===== src/rtl/multicycle_controller_if.sv =====
// Control bundle between the instruction register/condition unit, the
// multicycle controller and the multicycle datapath.
interface multicycle_controller_if;
  // Instruction fields and status from the decode side
  logic [1:0] op;
  logic [5:0] funct;
  logic [3:0] instr74;
  logic [3:0] rd;
  logic       cond_ex;
  logic       mem_ready;

  // Datapath controls
  logic       ir_w;
  logic       pc_w;
  logic       adr_src;
  logic       reg_w;
  logic       mem_w;
  logic       alu_src_a;
  logic [1:0] alu_src_b;
  logic [1:0] result_src;
  logic [2:0] alu_ctl;
  logic [1:0] flag_w;
  logic [1:0] imm_src;
  logic [1:0] reg_src;
  logic [3:0] state;

  // Memory handshake: the controller presents an access (adr_src selects
  // the address) while in FETCH, MEMRD or MEMWR; the access completes in
  // the cycle mem_ready is high, and the controller holds its state and
  // outputs until that cycle. mem_ready may be high in any cycle; it is
  // only consumed in those three states.
  modport master (
    input  op, funct, instr74, rd, cond_ex, mem_ready,
    output ir_w, pc_w, adr_src, reg_w, mem_w, alu_src_a, alu_src_b,
           result_src, alu_ctl, flag_w, imm_src, reg_src, state
  );

  modport slave (
    output op, funct, instr74, rd, cond_ex, mem_ready,
    input  ir_w, pc_w, adr_src, reg_w, mem_w, alu_src_a, alu_src_b,
           result_src, alu_ctl, flag_w, imm_src, reg_src, state
  );
endinterface


===== src/rtl/multicycle_controller.sv =====
// Moore control FSM for the multicycle ARM core: sequences fetch, decode,
// execute, memory and writeback, with a multi-cycle multiply state.
module multicycle_controller #(
  parameter int MUL_LATENCY = 2,
  parameter int CNT_W       = 4
) (
  input logic clk,
  input logic reset,
  multicycle_controller_if.master bus
);

  typedef enum logic [3:0] {
    FETCH  = 4'd0,
    DECODE = 4'd1,
    MEMADR = 4'd2,
    MEMRD  = 4'd3,
    MEMWB  = 4'd4,
    MEMWR  = 4'd5,
    EXECR  = 4'd6,
    EXECI  = 4'd7,
    ALUWB  = 4'd8,
    BRANCH = 4'd9,
    MULT   = 4'd10
  } state_t;

  localparam logic [CNT_W-1:0] mul_last = CNT_W'(MUL_LATENCY - 1);

  state_t           state_q, state_d;
  logic [CNT_W-1:0] cnt_q, cnt_d;

  logic       is_mul;
  logic [3:0] cmd;
  logic       is_cmp_tst;
  logic       s_eff;
  logic       dp_cv;
  logic [2:0] dp_alu;
  logic       mul_done;

  assign is_mul     = (bus.op == 2'b00) && (bus.funct[5:4] == 2'b00) &&
                      (bus.instr74 == 4'b1001);
  assign cmd        = bus.funct[4:1];
  assign is_cmp_tst = (cmd == 4'b1010) || (cmd == 4'b1000);
  assign s_eff      = bus.funct[0] | is_cmp_tst;
  assign dp_cv      = (cmd == 4'b0100) || (cmd == 4'b0010) || (cmd == 4'b1010);
  assign mul_done   = (cnt_q == mul_last);

  always_comb begin
    dp_alu = 3'b000;
    case (cmd)
      4'b0010: dp_alu = 3'b001;
      4'b1010: dp_alu = 3'b001;
      4'b0000: dp_alu = 3'b010;
      4'b1000: dp_alu = 3'b010;
      4'b1100: dp_alu = 3'b011;
      default: dp_alu = 3'b000;
    endcase
  end

  always_ff @(posedge clk or posedge reset) begin
    if (reset) begin
      state_q <= FETCH;
      cnt_q   <= '0;
    end else begin
      state_q <= state_d;
      cnt_q   <= cnt_d;
    end
  end

  // Defaults are the FETCH datapath setting (PC + 4 on the ALU, no writes)
  always_comb begin
    state_d        = state_q;
    cnt_d          = cnt_q;
    bus.ir_w       = 1'b0;
    bus.pc_w       = 1'b0;
    bus.adr_src    = 1'b0;
    bus.reg_w      = 1'b0;
    bus.mem_w      = 1'b0;
    bus.alu_src_a  = 1'b1;
    bus.alu_src_b  = 2'b10;
    bus.result_src = 2'b10;
    bus.alu_ctl    = 3'b000;
    bus.flag_w     = 2'b00;

    case (state_q)
      FETCH: begin
        bus.ir_w = bus.mem_ready;
        bus.pc_w = bus.mem_ready;
        if (bus.mem_ready) state_d = DECODE;
      end
      DECODE: begin
        case (bus.op)
          2'b01:   state_d = MEMADR;
          2'b10:   state_d = BRANCH;
          2'b00:   state_d = is_mul ? MULT : (bus.funct[5] ? EXECI : EXECR);
          default: state_d = FETCH;
        endcase
      end
      MEMADR: begin
        bus.alu_src_a = 1'b0;
        bus.alu_src_b = 2'b01;
        state_d       = bus.funct[0] ? MEMRD : MEMWR;
      end
      MEMRD: begin
        bus.adr_src = 1'b1;
        if (bus.mem_ready) state_d = MEMWB;
      end
      MEMWR: begin
        bus.adr_src = 1'b1;
        bus.mem_w   = bus.cond_ex;
        if (bus.mem_ready) state_d = FETCH;
      end
      MEMWB, ALUWB: begin
        bus.result_src = (state_q == MEMWB) ? 2'b01 : 2'b00;
        // A write to r15 is a jump: it lands in the PC, not the register file
        if (bus.cond_ex && (bus.rd == 4'hf)) bus.pc_w = 1'b1;
        else bus.reg_w = bus.cond_ex;
        state_d = FETCH;
      end
      EXECR, EXECI: begin
        bus.alu_src_a = 1'b0;
        bus.alu_src_b = (state_q == EXECI) ? 2'b01 : 2'b00;
        bus.alu_ctl   = dp_alu;
        bus.flag_w    = {s_eff & bus.cond_ex, s_eff & bus.cond_ex & dp_cv};
        state_d       = is_cmp_tst ? FETCH : ALUWB;
      end
      MULT: begin
        bus.alu_src_a = 1'b0;
        bus.alu_src_b = 2'b00;
        bus.alu_ctl   = 3'b100;
        if (mul_done) begin
          cnt_d      = '0;
          bus.flag_w = {bus.funct[0] & bus.cond_ex, 1'b0};
          state_d    = ALUWB;
        end else begin
          cnt_d = cnt_q + CNT_W'(1);
        end
      end
      BRANCH: begin
        bus.alu_src_a = 1'b0;
        bus.alu_src_b = 2'b01;
        bus.pc_w      = bus.cond_ex;
        state_d       = FETCH;
      end
      default: state_d = FETCH;
    endcase
  end

  assign bus.imm_src = bus.op;
  assign bus.reg_src = {bus.op == 2'b01, bus.op == 2'b10};
  assign bus.state   = state_q;

endmodule


===== src/flat_wrapper.sv =====
// flat-port wrapper written by rule: the top's interface ports become plain ports
module multicycle_controller_flat 
#(
  parameter int MUL_LATENCY = 2,
  parameter int CNT_W       = 4
)
  (clk, reset, bus_op, bus_funct, bus_instr74, bus_rd, bus_cond_ex, bus_mem_ready, bus_ir_w, bus_pc_w, bus_adr_src, bus_reg_w, bus_mem_w, bus_alu_src_a, bus_alu_src_b, bus_result_src, bus_alu_ctl, bus_flag_w, bus_imm_src, bus_reg_src, bus_state);
  multicycle_controller_if bus_i ();
  input logic clk;
  input logic reset;
  input wire logic [$bits(bus_i.op)-1:0] bus_op;
  input wire logic [$bits(bus_i.funct)-1:0] bus_funct;
  input wire logic [$bits(bus_i.instr74)-1:0] bus_instr74;
  input wire logic [$bits(bus_i.rd)-1:0] bus_rd;
  input wire logic [$bits(bus_i.cond_ex)-1:0] bus_cond_ex;
  input wire logic [$bits(bus_i.mem_ready)-1:0] bus_mem_ready;
  output wire logic [$bits(bus_i.ir_w)-1:0] bus_ir_w;
  output wire logic [$bits(bus_i.pc_w)-1:0] bus_pc_w;
  output wire logic [$bits(bus_i.adr_src)-1:0] bus_adr_src;
  output wire logic [$bits(bus_i.reg_w)-1:0] bus_reg_w;
  output wire logic [$bits(bus_i.mem_w)-1:0] bus_mem_w;
  output wire logic [$bits(bus_i.alu_src_a)-1:0] bus_alu_src_a;
  output wire logic [$bits(bus_i.alu_src_b)-1:0] bus_alu_src_b;
  output wire logic [$bits(bus_i.result_src)-1:0] bus_result_src;
  output wire logic [$bits(bus_i.alu_ctl)-1:0] bus_alu_ctl;
  output wire logic [$bits(bus_i.flag_w)-1:0] bus_flag_w;
  output wire logic [$bits(bus_i.imm_src)-1:0] bus_imm_src;
  output wire logic [$bits(bus_i.reg_src)-1:0] bus_reg_src;
  output wire logic [$bits(bus_i.state)-1:0] bus_state;
  assign bus_i.op = bus_op;
  assign bus_i.funct = bus_funct;
  assign bus_i.instr74 = bus_instr74;
  assign bus_i.rd = bus_rd;
  assign bus_i.cond_ex = bus_cond_ex;
  assign bus_i.mem_ready = bus_mem_ready;
  assign bus_ir_w = bus_i.ir_w;
  assign bus_pc_w = bus_i.pc_w;
  assign bus_adr_src = bus_i.adr_src;
  assign bus_reg_w = bus_i.reg_w;
  assign bus_mem_w = bus_i.mem_w;
  assign bus_alu_src_a = bus_i.alu_src_a;
  assign bus_alu_src_b = bus_i.alu_src_b;
  assign bus_result_src = bus_i.result_src;
  assign bus_alu_ctl = bus_i.alu_ctl;
  assign bus_flag_w = bus_i.flag_w;
  assign bus_imm_src = bus_i.imm_src;
  assign bus_reg_src = bus_i.reg_src;
  assign bus_state = bus_i.state;
  multicycle_controller #(.MUL_LATENCY(MUL_LATENCY), .CNT_W(CNT_W)) u_core (.clk(clk), .reset(reset), .bus(bus_i));
endmodule

===== config.mk =====
export PLATFORM = sky130hd
export DESIGN_NAME = multicycle_controller_flat
export DESIGN_NICKNAME = d
export VERILOG_FILES = /design/src/rtl/multicycle_controller_if.sv /design/src/rtl/multicycle_controller.sv /design/src/flat_wrapper.sv
export SDC_FILE = /design/constraint.sdc
export NUM_CORES = 1
export LEC_CHECK = 0
export BUFFER_PORTS_ARGS = -buffer_cell sky130_fd_sc_hd__buf_2
export CORE_UTILIZATION = 44
export CTS_CLUSTER_DIAMETER = 120
export CTS_CLUSTER_SIZE = 12
export DETAILED_ROUTE_END_ITERATION = 10
export PLACE_DENSITY = 0.79
export REMOVE_ABC_BUFFERS = 1
export SLEW_MARGIN = 0
export SYNTH_ARGS = -nofsm -noshare
export SYNTH_HDL_FRONTEND = slang
export SYNTH_SLANG_ARGS = --single-unit

===== constraint.sdc =====
create_clock -name clk -period 1.9 [get_ports clk]
set_input_delay 0.095 -clock clk [delete_from_list [all_inputs] [get_ports clk]]
set_output_delay 0.095 -clock clk [all_outputs]
set_load 0.01 [all_outputs]

==> results.sh <==
export IMPL_outcome="complete, no violations"
export IMPL_fp_dieW_um=44.5
export IMPL_syn_avg_cell_area_um2=8.01
export IMPL_pre_cts_ws_ns=0.310
export IMPL_ir_drop_uv=672
export IMPL_grt_use_total_pct=22.0
export IMPL_startpoint="u_core.bus.state[0]"
export IMPL_die_y_um=44.5
export IMPL_diodes=0
export IMPL_pin_count=43
export IMPL_max_cap_violations=0
export IMPL_grt_overflow=0
export IMPL_yosysMostFrequentCell="a21oi_1"
export IMPL_core_area_mm2=0.00159
export IMPL_clockBufferDepth=2
export IMPL_drv_slew=0
export IMPL_grt_pass1_wl_um=3240
export IMPL_cp_start_kind="flip-flop"
export IMPL_rsz0062_at_grt="no"
export IMPL_ys_seq_area_share_pct=25.2
export IMPL_fin_nets=161
export IMPL_fin_area_mm2=0.00104
export IMPL_leakage_nw=0.500
export IMPL_fmax_mhz=561
export IMPL_p_total_mw=1.09
export IMPL_grt_pass1_vias=778
export IMPL_dieArea_mm2=0.00198
export IMPL_cts_root_buf="clkbuf_4"
export IMPL_finalHoldViolations=0
export IMPL_drt_iter0_markers=27
export IMPL_endpoint_kind="output port"
export IMPL_synth_top_area_cell="dfrtp_1"
export IMPL_r2r_start="u_core.bus.state[0]"
export IMPL_crit_required_ns=1.80
export IMPL_place_congestion=0.797
export IMPL_hp_start="bus_op[1]"
export IMPL_vias=904
export IMPL_ff2ff_path_depth=3
export IMPL_syn_area_um2=793
export IMPL_fin_setup_tns_ns=0
export IMPL_h_tree_depth=1
export IMPL_skew_ns=0.00885
export IMPL_synth_area_leaders="dfrtp_1 25%, a21oi_1 5.7%, nor2b_1 4.7%"
export IMPL_start_util_pct=49.8
export IMPL_syn_inst=99
export IMPL_grt_max_degree=19
export IMPL_synth_top_cell_area_share_pct=25.2
export IMPL_port_buffers=42
export IMPL_period_share_pct=93.7
export IMPL_cts_tree="yes"
export IMPL_place_detailed_hpwl_um=1550
export IMPL_hold_depth=4
export IMPL_cts_sinks=8
export IMPL_period_needed_ns=1.78
export IMPL_clk_transition_reported_paths_ns=0.05
export IMPL_wl_per_cell_um=12.3
export IMPL_max_slew_margin_pct=70.8
export IMPL_grt_antenna_before_repair=0
export IMPL_ys_warn_count=0
export IMPL_layout_drive_gt1_share_pct=40.3
export IMPL_synth_common_cells="9 x a21oi_1, 8 x dfrtp_1, 7 x inv_1"
export IMPL_routed_wirelength_um=2000
export IMPL_async_flop_share_pct=100
export IMPL_ant_nets=0
export IMPL_clock_latency_ns=0.26
export IMPL_drt_pass1_iter_count=4
export IMPL_critical_path_class="flip-flop to output port"
export IMPL_layout_setup_ws_ns=0.119
export IMPL_critPathMaxFanout=16
export IMPL_synth_distinct_cells=40
export IMPL_cts_buffers=3
export IMPL_ys_ff_latch=8
export IMPL_r2r_setup_slack_ns=0.29
export IMPL_synthFlopType="dfrtp_1"
export IMPL_drc=0
export IMPL_vias_per_cell=5.55
export IMPL_cp_arrival_ns=1.69
export IMPL_synth_edf_count=0
export IMPL_hold_class="primary input to flip-flop"
export IMPL_rows=14
export IMPL_power_density_mw_per_mm2=1050
export IMPL_holdWs_ns=0.255
export IMPL_setup_viol=0
export IMPL_worst_pin_slew_ns=0.438
export IMPL_area_growth_pct=31.1
export IMPL_placed_cell_area_um2=998
-- metal layers --
layer,global-route usage [%],vias up,wire (um)
met3,6.12,2,124
met5,0,-,0
met1,29.6,415,918
met2,34.7,40,945
met4,5.45,0,14
li1,-,447,-
-- sequential cells by signal (all words and copies together), names as in the netlist --
signal	cells
u_core.bus.state	4
u_core.cnt_q	4
-- cell usage in the layout (no fill, tap or decap), types with 3 or more instances in the layout --
| master | Yosys | final |
|---|---|---|
| nor3_1 | 4 | 4 |
| clkbuf_4 | 0 | 3 |
| nor2b_1 | 6 | 6 |
| dfrtp_1 | 8 | 6 |
| nand3_1 | 4 | 4 |
| nor2_1 | 6 | 6 |
| inv_1 | 7 | 7 |
| xnor2_1 | 3 | 3 |
| buf_2 | 4 | 42 |
| nand2b_1 | 4 | 4 |
| a21oi_1 | 9 | 9 |
| nand2_1 | 3 | 3 |
-- final timing paths --
kind / to
worst max register to register: u_core.bus.state[2]
min in group asynchronous: u_core.cnt_q[3]
worst min-delay path: u_core.bus.state[1]
worst max-delay path: bus_pc_w
max in group asynchronous: u_core.bus.state[3]
worst min register to register: u_core.cnt_q[3]
-- repair_timing --
action                                  in CTS  in global routing
endpoints found under the setup margin       0                  3
resized for setup                            0                  3
hold buffers                                 1                  0
hold endpoints to repair                     8                  0
buffers inserted                             0                  0
-- metrics by stage --
| step | utilization (%) | instances |
|---|---|---|
| detailed placement | 62.6 | 159 |
| floorplan | - | 91 |
| finish | 65.2 | 163 |
| global route | 65.2 | 163 |
| CTS | 64.7 | 163 |
| global placement | 62.6 | 159 |
-- critical path: stages, from the launching register on --
cell and delay [ns]:
dfrtp_1 0.53, or4_1 0.60, o32ai_1 0.12, buf_2 0.17
-- report_power, final --
| part | total (mW) | leakage [nW] | switching [mW] | internal (mW) |
|---|---|---|---|---|
| Sequential | 0.343 | 0.104 | 0.129 | 0.214 |
| Combinational | 0.622 | 0.382 | 0.318 | 0.303 |
| Clock | 0.126 | 0.0138 | 0.0544 | 0.0720 |
-- area by class of cell --
class                           instances  area, um^2
Clock buffer                            3        22.5
Fill cell                             150         554
Inverter                                7        26.3
Multi-Input combinational cell         76         523
Sequential cell                         8         203
Tap cell                               24        30.0
Timing Repair Buffer                   45         235
-- cell families after synthesis --
logic type | count (synthesis) | share of synthesized area [%]
AO/OA/AOI/OAI | 25 | 22.2
AND/OR/NAND/NOR | 44 | 34.4
flip-flops | 8 | 25.2
XOR/XNOR | 4 | 4.42
multiplexers | 3 | 4.10
buffers and inverters | 15 | 9.62
Note: power is estimated with default switching activity, not from simulation.
